`src/rtl/universal_shift_register.sv`:
```
// universal_shift_register
// Multi-cycle shift engine: loads a WIDTH-bit word, then performs 'amount'
// single-bit shifts, one per enabled clock. Supports shift-left,
// logical-right and arithmetic-right, with a start/busy/done handshake.
// Optional feature macro: USR_ROTATE_EN. When defined, mode 2'b11 rotates
// left; otherwise mode 2'b11 is a plain shift-left and no rotate path exists.
module universal_shift_register #(
    parameter int WIDTH = 8,
    parameter int CNT_W = 4
) (
    input  logic             clock,
    input  logic             reset,
    input  logic             enable,
    input  logic             load,
    input  logic             start,
    input  logic [1:0]       mode,
    input  logic [CNT_W-1:0] amount,
    input  logic             serialIn,
    input  logic [WIDTH-1:0] datain,
    output logic [WIDTH-1:0] dataout,
    output logic             serialOut,
    output logic             busy,
    output logic             done
);

    typedef enum logic {
        IDLE  = 1'b0,
        SHIFT = 1'b1
    } state_t;

    localparam logic [1:0] MODE_SHL  = 2'b00;
    localparam logic [1:0] MODE_LSR  = 2'b01;
    localparam logic [1:0] MODE_ASR  = 2'b10;
    localparam logic [1:0] MODE_ROTL = 2'b11;

    state_t           state;
    logic [CNT_W-1:0] count;
    logic [1:0]       mode_q;
    logic [WIDTH-1:0] shift_data;
    logic             shift_out;

    // Next value of the word and the bit leaving it for one single-bit shift.
    always_comb begin
        // NOTE: defaults first so every path assigns both outputs; no latch.
        shift_data = {dataout[WIDTH-2:0], serialIn};
        shift_out  = dataout[WIDTH-1];
        case (mode_q)
            MODE_SHL: begin
                shift_data = {dataout[WIDTH-2:0], serialIn};
                shift_out  = dataout[WIDTH-1];
            end
            MODE_LSR: begin
                shift_data = {serialIn, dataout[WIDTH-1:1]};
                shift_out  = dataout[0];
            end
            MODE_ASR: begin
                shift_data = {dataout[WIDTH-1], dataout[WIDTH-1:1]};
                shift_out  = dataout[0];
            end
            MODE_ROTL: begin
`ifdef USR_ROTATE_EN
                shift_data = {dataout[WIDTH-2:0], dataout[WIDTH-1]};
                shift_out  = dataout[WIDTH-1];
`else
                shift_data = {dataout[WIDTH-2:0], serialIn};
                shift_out  = dataout[WIDTH-1];
`endif
            end
            default: begin
                shift_data = {dataout[WIDTH-2:0], serialIn};
                shift_out  = dataout[WIDTH-1];
            end
        endcase
    end

    // Control FSM and datapath registers; enable=0 freezes everything, done included.
    always_ff @(posedge clock) begin
        // NOTE: non-blocking assignments so all registers update from pre-edge values.
        if (reset) begin
            state     <= IDLE;
            count     <= '0;
            mode_q    <= MODE_SHL;
            dataout   <= '0;
            serialOut <= 1'b0;
            busy      <= 1'b0;
            done      <= 1'b0;
        end else if (enable) begin
            done <= 1'b0;
            case (state)
                IDLE: begin
                    if (load) begin
                        dataout <= datain;
                    end else if (start) begin
                        if (amount != '0) begin
                            mode_q <= mode;
                            count  <= amount;
                            state  <= SHIFT;
                            busy   <= 1'b1;
                        end else begin
                            done <= 1'b1;
                        end
                    end
                end
                SHIFT: begin
                    dataout   <= shift_data;
                    serialOut <= shift_out;
                    count     <= count - 1'b1;
                    if (count == CNT_W'(1)) begin
                        state <= IDLE;
                        busy  <= 1'b0;
                        done  <= 1'b1;
                    end
                end
                default: begin
                    state <= IDLE;
                    busy  <= 1'b0;
                end
            endcase
        end
    end

endmodule
```
`config.mk`:
```
export PLATFORM = sky130hd
export DESIGN_NAME = universal_shift_register
export DESIGN_NICKNAME = d
export VERILOG_FILES = /design/src/rtl/universal_shift_register.sv
export SDC_FILE = /design/constraint.sdc
export NUM_CORES = 1
export LEC_CHECK = 0
export BUFFER_PORTS_ARGS = -buffer_cell sky130_fd_sc_hd__buf_2
export CELL_PAD_IN_SITES_DETAIL_PLACEMENT = 1
export CELL_PAD_IN_SITES_GLOBAL_PLACEMENT = 1
export CORE_MARGIN = 2
export CORE_UTILIZATION = 41
export CTS_BUF_LIST = sky130_fd_sc_hd__clkbuf_4 sky130_fd_sc_hd__clkbuf_8
export DETAILED_ROUTE_END_ITERATION = 6
export PLACE_DENSITY = 0.95
export SYNTH_ARGS = -nofsm -noshare
export SYNTH_HDL_FRONTEND = slang
export SYNTH_SLANG_ARGS = --single-unit
export TNS_END_PERCENT = 20
```
`constraint.sdc`:
```
create_clock -name clock -period 3 [get_ports clock]
set_input_delay 0.45 -clock clock [delete_from_list [all_inputs] [get_ports clock]]
set_output_delay 0.45 -clock clock [all_outputs]
set_load 0.05 [all_outputs]
```
==> results.toml, run 1 <==
[final_layout]
seqCellArea_sq_um = 360
finish.net_count = 182
fill_cells = 311
final_layout_size_suffix_gt1_share_pct = 24.8
area_growth_pct = 19.0
multi_input_area_sq_um = 621
diodes = 0

[setup_path]
setup.worst_path.end_class = "flip-flop"
crit_chain = "inv_1, ha_1, nand3b_1, a311oi_1, a21oi_1, nor2_1"
path_buf_inv = 1
critPathTopFamily = "adder cells"
r2r-start = "mode_q[0]"
startpoint = "mode_q[0]"
cpPeakStageDelay_ns = 0.49
r2r_end = "dataout[4]"
cp_num_cells = 6
path_class = "reg -> reg"
cp_slowest_cell = "ha_1"
required_ns = 3.24
cp-start-kind = "flip-flop"
crit_arrival_ns = 1.79
critPathMaxFanout = 9
ff2ff_path_depth = 6
worst-r2r-setup-slack_ns = 1.44

[floorplanning]
start_util_pct = 42.7
die_w_um = 54.5
num_io_pins = 31
dieArea_sq_mm = 0.00297
coreArea_sq_mm = 0.00245
row_count = 18
die_h_um = 54.5

[synthesis]
synth_commonest_cells = "a21oi_1, dfxtp_1, nor2_1"
synth_top_flop_cell = "dfxtp_1"
async_reset_ff_share_pct = 0
synth_edf_count = 0
synthTopCellsByArea = "dfxtp_1, a21oi_1, a311oi_1, nand3b_1, nor2_1"
yosysWarnings = 0
synth_top_area_share_pct = 34.4
syn_area_sq_mm = 0.00105
synth_seq_area_share_pct = 34.4
syn-num-nets = 155
avgSynthCellArea_sq_um = 7.99
ys_types = 28
synth.largest_area_cell = "dfxtp_1"
syn_inst = 131
synth-seq-cells = 18
synthMostInstantiatedCell = "a21oi_1"

[clock_network]
clk_latency_ns = 0.29
cts_tree = "built"
htreeDepth = 1
cts_buffer_depth = 2
cts_buffers = 3
clk_pin_slew_ns = 0.12
cts.sinks = 18
postCtsHoldBufs = 0
cts_resized = 0
cts_setup_buffers = 0
root_buffer = "clkbuf_4"

[routing]
wl_per_cell_um = 15.1
wl_mm = 2.82
via_count = 1077
drc = 0
viasPerCell = 5.76
drt_iter0_drc = 11
drt-pass1-iter-count = 4
ant_nets = 0

[grt]
grt_usage_pct = 20.3
grt_start_max_net_pins = 27
grt_pass1_vias = 1032
antenna_found_initial = 0
grt_remaining_overflow = 0
grt_pass1_wl_mm = 4.37

[min_path]
hold_path_end = "mode_q[1]"
hold_depth = 3
hold_path_class = "in -> reg"
worstHoldStart = "mode[1]"

[placement]
gp_congestion = 0.680
port_buffers = 30
dp_hpwl_mm = 2.14

[power]
power_leakage_nw = 0.496
power_density_mw_per_mm2 = 440
irDropWorstVdd_uv = 214

[sta]
fmax_mhz = 643
grt_setup_unrepaired = "false"
setup_violations = 0
timing.hold.ws_ns = 0.412
final-hold-violation-count = 0
max_slew_margin_pct = 68.1
min_period_ns = 1.56
slew_viol_final = 0
tightest_slew_ns = 0.477
final.period_utilization_pct = 51.8
setup_tns_ns = 0
skew_ns = 0.0141

[status]
run_status = "complete, no violations"

[job]
maxCapViolCount = 0
cells by family (layout without fill, tap and decap cells):
group	after synthesis	count (layout)	synth area share [%]
buffers and inverters	17	43	6.33
adder cells (fa/ha/maj)	4	4	4.78
AND/OR/NAND/NOR	39	39	20.9
AO/OA/AOI/OAI	48	48	28.8
multiplexers	5	5	4.78
flip-flops	18	18	34.4
power breakdown:
part	internal [mW]	switching, mW
Clock	0.0738	0.0777
Combinational	0.0463	0.0848
Sequential	0.252	0.0128
Total	0.373	0.175
state kept, by name, summed over array words and instances, names as in the netlist:
register / flops
dataout: 8
mode_q: 2
serialOut: 1
busy: 1
state: 1
done: 1
count: 4
placed cells by master (no fill, tap or decap), types with 5 or more instances in the layout:
master    count
inv_1         7
a21oi_1      21
buf_2        30
nand3b_1      8
o21ai_0      10
a311oi_1      7
dfxtp_1      18
nor2_1       16
a211oi_1      5
mux2i_1       5
metal layers:
layer / share of wire (%) / vias up / track usage, %
met4: 0.71 / 0 / 5.83
met5: 0 / - / 0
met1: 44 / 522 / 23.3
met3: 3.8 / 2 / 2.46
li1: - / 528 / -
met2: 51 / 25 / 38.8
through the flow:
stage                     area (sq um)  power [mW]  setup slack [ns]  cells  utilization (%)
after detailed placement          1210       0.402              1.17    183             49.3
after global routing              1250       0.575              1.27    187             50.8
final                             1250       0.548              1.44    187             50.8
after floorplan                   1050       0.361              1.37    131                -
after CTS                         1250       0.553              1.44    187             50.8
after global placement            1210       0.395              1.26    183             49.3
area by class of cell:
type | instances | area share [%]
clock buffer | 4 | 2.91
inverter | 7 | 2.11
multi-input combinational | 96 | 49.8
sequential | 18 | 28.9
tap | 30 | 3.01
timing repair buffer | 32 | 13.3
how the worst max path moves through the flow:
stage                       to
floorplan            mode_q[0]
global placement      count[0]
detailed placement    count[0]
CTS                 dataout[4]
global route        dataout[1]
finish              dataout[4]
tightest hold or removal path, stage by stage:
cell	delay [ns]
buf_2	0.09
mux2i_1	0.06
nor2_1	0.08
Power figures use the tool's default switching activity.
==> run 2, diff against run 1 <==
Settings changed: CORE_UTILIZATION 41 to 34, PLACE_DENSITY 0.95 to 0.85.
Clock period 3 ns to 1.4 ns, I/O delays scaled along.
==> run 2 against run 1 <==
Against the previous run: clock-buffer cell count shrank 1; flip-flop and latch count is the same; combinational power grew 140%; total power grew 110%; clock power grew 73%; critical path type unchanged; register-to-register slack lost 1.4 ns; largest cell class unchanged.
==> results.toml, run 2 (synthesis results as in run 1) <==
[status]
run_status = "complete, no violations"

[routing]
wl_mm = 3.20
viasPerCell = 5.74
drt_iter0_drc = 27
ant_nets = 0
via_count = 1114
drt-pass1-iter-count = 4
drc = 0
wl_per_cell_um = 16.5

[setup_path]
required_ns = 1.64
cpPeakStageDelay_ns = 0.40
crit_arrival_ns = 1.59
cp_slowest_cell = "dfxtp_4"
worst-r2r-setup-slack_ns = 0.05
r2r-start = "mode_q[0]"
r2r_end = "dataout[6]"
crit_chain = "inv_4, ha_4, nand3b_1, a311oi_2, a21oi_1, nor2_1"
crit_end = "dataout[6]"
setup.worst_path.end_class = "flip-flop"
critPathMaxFanout = 9
ff2ff_path_depth = 6
path_class = "reg -> reg"
startpoint = "mode_q[0]"
cp-start-kind = "flip-flop"

[final_layout]
fin_cells = 194
largest_reg_flops = 8
area_growth_pct = 28.6
multi_input_area_sq_um = 681
final_cell_mix = "buf_2, a21oi_1, nor2_1"
finish.net_count = 187
final_layout_size_suffix_gt1_share_pct = 34.8
seqCellArea_sq_um = 370
diodes = 0
fill_cells = 388
layout_commonest_cell = "buf_2"
regMostFlops = "dataout"
largest_registers = "dataout (8), count (4), mode_q (2)"

[sta]
tightest_slew_ns = 0.356
final.period_utilization_pct = 96.6
max_slew_margin_pct = 76.3
grt_setup_unrepaired = "true"
min_period_ns = 1.35
setup_violations = 0
slew_viol_final = 0
final-hold-violation-count = 0
skew_ns = 0.00829
fmax_mhz = 739
setup_tns_ns = 0

[clock_network]
root_buffer = "clkbuf_4"
cts_buffer_depth = 2
clk_pin_slew_ns = 0.11
postCtsHoldBufs = 0
cts.sinks = 18
cts_tree = "built"
cts_buffers = 3
htreeDepth = 1
clk_latency_ns = 0.30

[floorplanning]
dieArea_sq_mm = 0.00354
coreArea_sq_mm = 0.00300
start_util_pct = 34.9
row_count = 20
num_io_pins = 31
die_h_um = 59.5
die_w_um = 59.5

[placement]
gp_congestion = 0.752
dp_hpwl_mm = 2.34
dp_cells = 191
port_buffers = 30

[grt]
grt_start_max_net_pins = 19
grt_remaining_overflow = 0
antenna_found_initial = 0
grt_usage_pct = 19.3
grt_pass1_vias = 1161
grt_pass1_wl_mm = 5.15

[job]
maxCapViolCount = 0

[power]
irDropWorstVdd_uv = 411
power_leakage_nw = 0.526
power_density_mw_per_mm2 = 851

[min_path]
hold_path_class = "in -> reg"
worstHoldStart = "mode[0]"
==> run 2: changes by cell type in the layout (fill, tap and decap cells not counted), moves of 4 or more <==
| cell | before | now |
|---|---|---|
| a311oi_1 | 7 | 3 |
| a311oi_2 | 0 | 4 |
| dfxtp_1 | 18 | 14 |
| buf_4 | 2 | 7 |
==> run 2: worst min-delay path by stage <==
stage	end	slack, ns	cells past startpoint
floorplan	mode_q[0]	0.36	2
global route	mode_q[0]	0.13	3
CTS	mode_q[0]	0.15	3
detailed placement	mode_q[0]	0.47	3
global placement	mode_q[0]	0.45	3
finish	mode_q[0]	0.14	3
==> run 2: power breakdown <==
group	switching (mW)	internal, mW
sequential	0.0292	0.539
combinational	0.195	0.119
clock	0.162	0.100
==> run 2: metrics by stage <==
stage	util, %	setup WS [ns]	hold slack (ns)	area [sq um]	power, mW
CTS	43.2	0.00286	0.150	1300	1.14
global placement	41.7	-0.0792	0.447	1250	0.861
global route	44.8	-0.0735	0.133	1350	1.22
detailed placement	41.7	-0.175	0.470	1250	0.876
floorplan	-	0.0143	0.357	1050	0.774
finish	44.8	0.0476	0.142	1350	1.15
==> run 2: metal layers <==
layer | GRT usage, % | part of all wire (%) | vias to the layer above
met5 | 0 | 0 | -
met4 | 8.57 | 2.2 | 0
met3 | 2.84 | 2.8 | 7
met2 | 35.3 | 53 | 28
met1 | 22.0 | 42 | 545
li1 | - | - | 534
==> run 2: critical path: cells and delay by family, from the launching register on <==
family          cells  cell delay, ns
flops               1            0.40
compound gates      2            0.35
fa+ha+maj           1            0.31
simple gates        2            0.19
buf+inv             1            0.04
==> run 2: what timing repair did <==
item,CTS,global route
gates resized for setup,6,13
cloned,0,0
pin swaps,0,2
setup endpoints to repair,9,12
buffers inserted,0,0
==> run 2: layout make-up <==
| cell class | instances | share of cell area [%] |
|---|---|---|
| multi-input cells | 96 | 50.6 |
| flip-flops and latches | 18 | 27.5 |
| repair buffers | 37 | 15.1 |
| well taps | 33 | 3.07 |
| inverters | 7 | 2.14 |
| clock buffers | 3 | 1.67 |
==> run 3, diff against run 2 <==
Settings changed: CORE_ASPECT_RATIO set to 0.7.
==> run 3 against run 2 <==
Against the previous run: core utilization increased by 3.8 points; worst setup slack got worse by 0.073 ns; final cell count increased by 2.6%; flip-flop and latch count unchanged; non-clock buffer count increased by 1; critical path depth increased by 1; the flow now finishes with violations (negative setup slack); clock power increased by 68%; worst hold slack improved by 0.044 ns; total power increased by 16%; critical endpoint is now dataout[5]; via count increased by 1.4%; global-route usage decreased by 0.42 points.
==> results.toml, run 3 (synthesis results as in run 1) <==
[min_path]
hold_path_class = "in -> reg"
hold_depth = 3
worstHoldStart = "mode[0]"
hold_path_end = "mode_q[0]"

[power]
irDropWorstVdd_uv = 476
power_leakage_nw = 0.547
power_density_mw_per_mm2 = 956

[sta]
skew_ns = 0.00357
setup_violations = 1
final-hold-violation-count = 0
final.period_utilization_pct = 102
layout_setup_ws_ns = -0.0251
fmax_mhz = 702
min_period_ns = 1.43
max_slew_margin_pct = 78.2
slew_viol_final = 0
tightest_slew_ns = 0.326
grt_setup_unrepaired = "true"

[grt]
antenna_found_initial = 0
grt_pass1_wl_mm = 5.22
grt_start_max_net_pins = 19
grt_pass1_vias = 1114
grt_remaining_overflow = 0
grt_usage_pct = 18.9

[clock_network]
cts_buffers = 3
htreeDepth = 1
root_buffer = "clkbuf_8"
clk_pin_slew_ns = 0.07
cts_tree = "built"
cts.sinks = 18
cts_buffer_depth = 2
clk_latency_ns = 0.26

[routing]
viasPerCell = 5.68
ant_nets = 0
drc = 0
wl_per_cell_um = 16.7
wl_mm = 3.31
drt_iter0_drc = 100
via_count = 1130
drt-pass1-iter-count = 4

[placement]
dp_hpwl_mm = 2.30
placed_area_sq_mm = 0.00125
gp_congestion = 0.803
dp_cells = 193
port_buffers = 30

[floorplanning]
row_count = 16
start_util_pct = 36.6
die_h_um = 50.4
num_io_pins = 31
coreArea_sq_mm = 0.00286
die_w_um = 70.3
dieArea_sq_mm = 0.00355

[setup_path]
cp-start-kind = "flip-flop"
r2r_end = "dataout[5]"
worst-r2r-setup-slack_ns = -0.03
cp_slowest_cell = "dfxtp_4"
r2r-start = "mode_q[0]"
critPathMaxFanout = 6
crit_arrival_ns = 1.62
setup.worst_path.end_class = "flip-flop"
required_ns = 1.59
path_class = "reg -> reg"
cpPeakStageDelay_ns = 0.37
crit_chain = "inv_4, ha_4, buf_6, nand3b_1, a311oi_2, a21oi_1, nor2_1"
ff2ff_path_depth = 7

[final_layout]
fill_cells = 357
fin_util_pct = 48.6
largest_reg_flops = 8
final_area_sq_mm = 0.00139
largest_registers = "dataout (8), count (4), mode_q (2)"
final_cell_mix = "buf_2, a21oi_1, nor2_1"
fin_cells = 199
multi_input_area_sq_um = 679
finish.net_count = 188
regMostFlops = "dataout"
layout_commonest_cell = "buf_2"
final_layout_size_suffix_gt1_share_pct = 35.6
seqCellArea_sq_um = 370
diodes = 0
area_growth_pct = 33.0

[status]
violations = "negative setup slack"
run_status = "finished with violations"

[job]
maxCapViolCount = 0
==> run 3: changes by cell type in the layout (fill, tap and decap cells not counted) <==
cell / delta
clkbuf_8: +4
clkbuf_4: -3
o21ai_0: -3
o21ai_1: +3
a211oi_1: +1
a211oi_2: -1
a21oi_1: -1
a21oi_2: +1
buf_6: +1
==> run 3: worst max-delay path by stage <==
stage,startpoint,end
final,mode_q[0],dataout[5]
after CTS,mode_q[1],dataout[6]
after global placement,amount[2],count[0]
after global routing,mode_q[0],dataout[5]
after detailed placement,amount[2],count[0]
after floorplan,amount[2],mode_q[0]
==> run 3: cell type report <==
type	instances	share of cell area [%]
tap	36	3.23
sequential	18	26.6
inverter	7	2.07
clock buffer	4	3.95
timing repair buffer	38	15.4
multi-input combinational	96	48.8
==> run 3: layer usage <==
layer  vias up  track usage [%]  routed length (um)
li1        541                -                   -
met1       549             22.8                1490
met2        30             31.8                1630
met3        10             5.62                 116
met4         0             7.69                  78
met5         -                0                   0
==> run 3: worst max-delay path: cells and delay by family, from the launching register on <==
kind	cells	cell delay [ns]
AOI/OAI and AO/OA	2	0.31
buffers and inverters	2	0.17
and+or+nand+nor	2	0.21
DFF	1	0.37
adders and majority gates	1	0.30
==> run 3: per-stage QoR <==
| step | hold WS (ns) | worst slack, ns | power, mW | setup TNS, ns |
|---|---|---|---|---|
| 2_1_floorplan | 0.357 | 0.0143 | 0.774 | 0 |
| 3_3_place_gp | 0.449 | -0.0935 | 0.858 | -1.01 |
| 3_5_place_dp | 0.462 | -0.252 | 0.872 | -2.16 |
| 4_1_cts | 0.195 | -0.0133 | 1.32 | -0.0133 |
| 5_1_grt | 0.197 | -0.0706 | 1.39 | -0.285 |
| 6_report | 0.186 | -0.0251 | 1.33 | -0.0251 |
==> run 3: power by group <==
group,total (mW),internal [mW],switching [mW],leakage (nW)
registers,0.569,0.539,0.0298,0.149
clock network,0.442,0.250,0.192,0.0288
logic,0.321,0.121,0.199,0.369
==> run 3: what timing repair did <==
| action | 4_1_cts | 5_1_grt |
|---|---|---|
| hold buffers | 0 | 0 |
| cloned | 0 | 0 |
| gates resized for setup | 8 | 17 |
| buffers inserted | 0 | 2 |
| pin swaps | 0 | 8 |
| endpoints found under the setup margin | 10 | 10 |
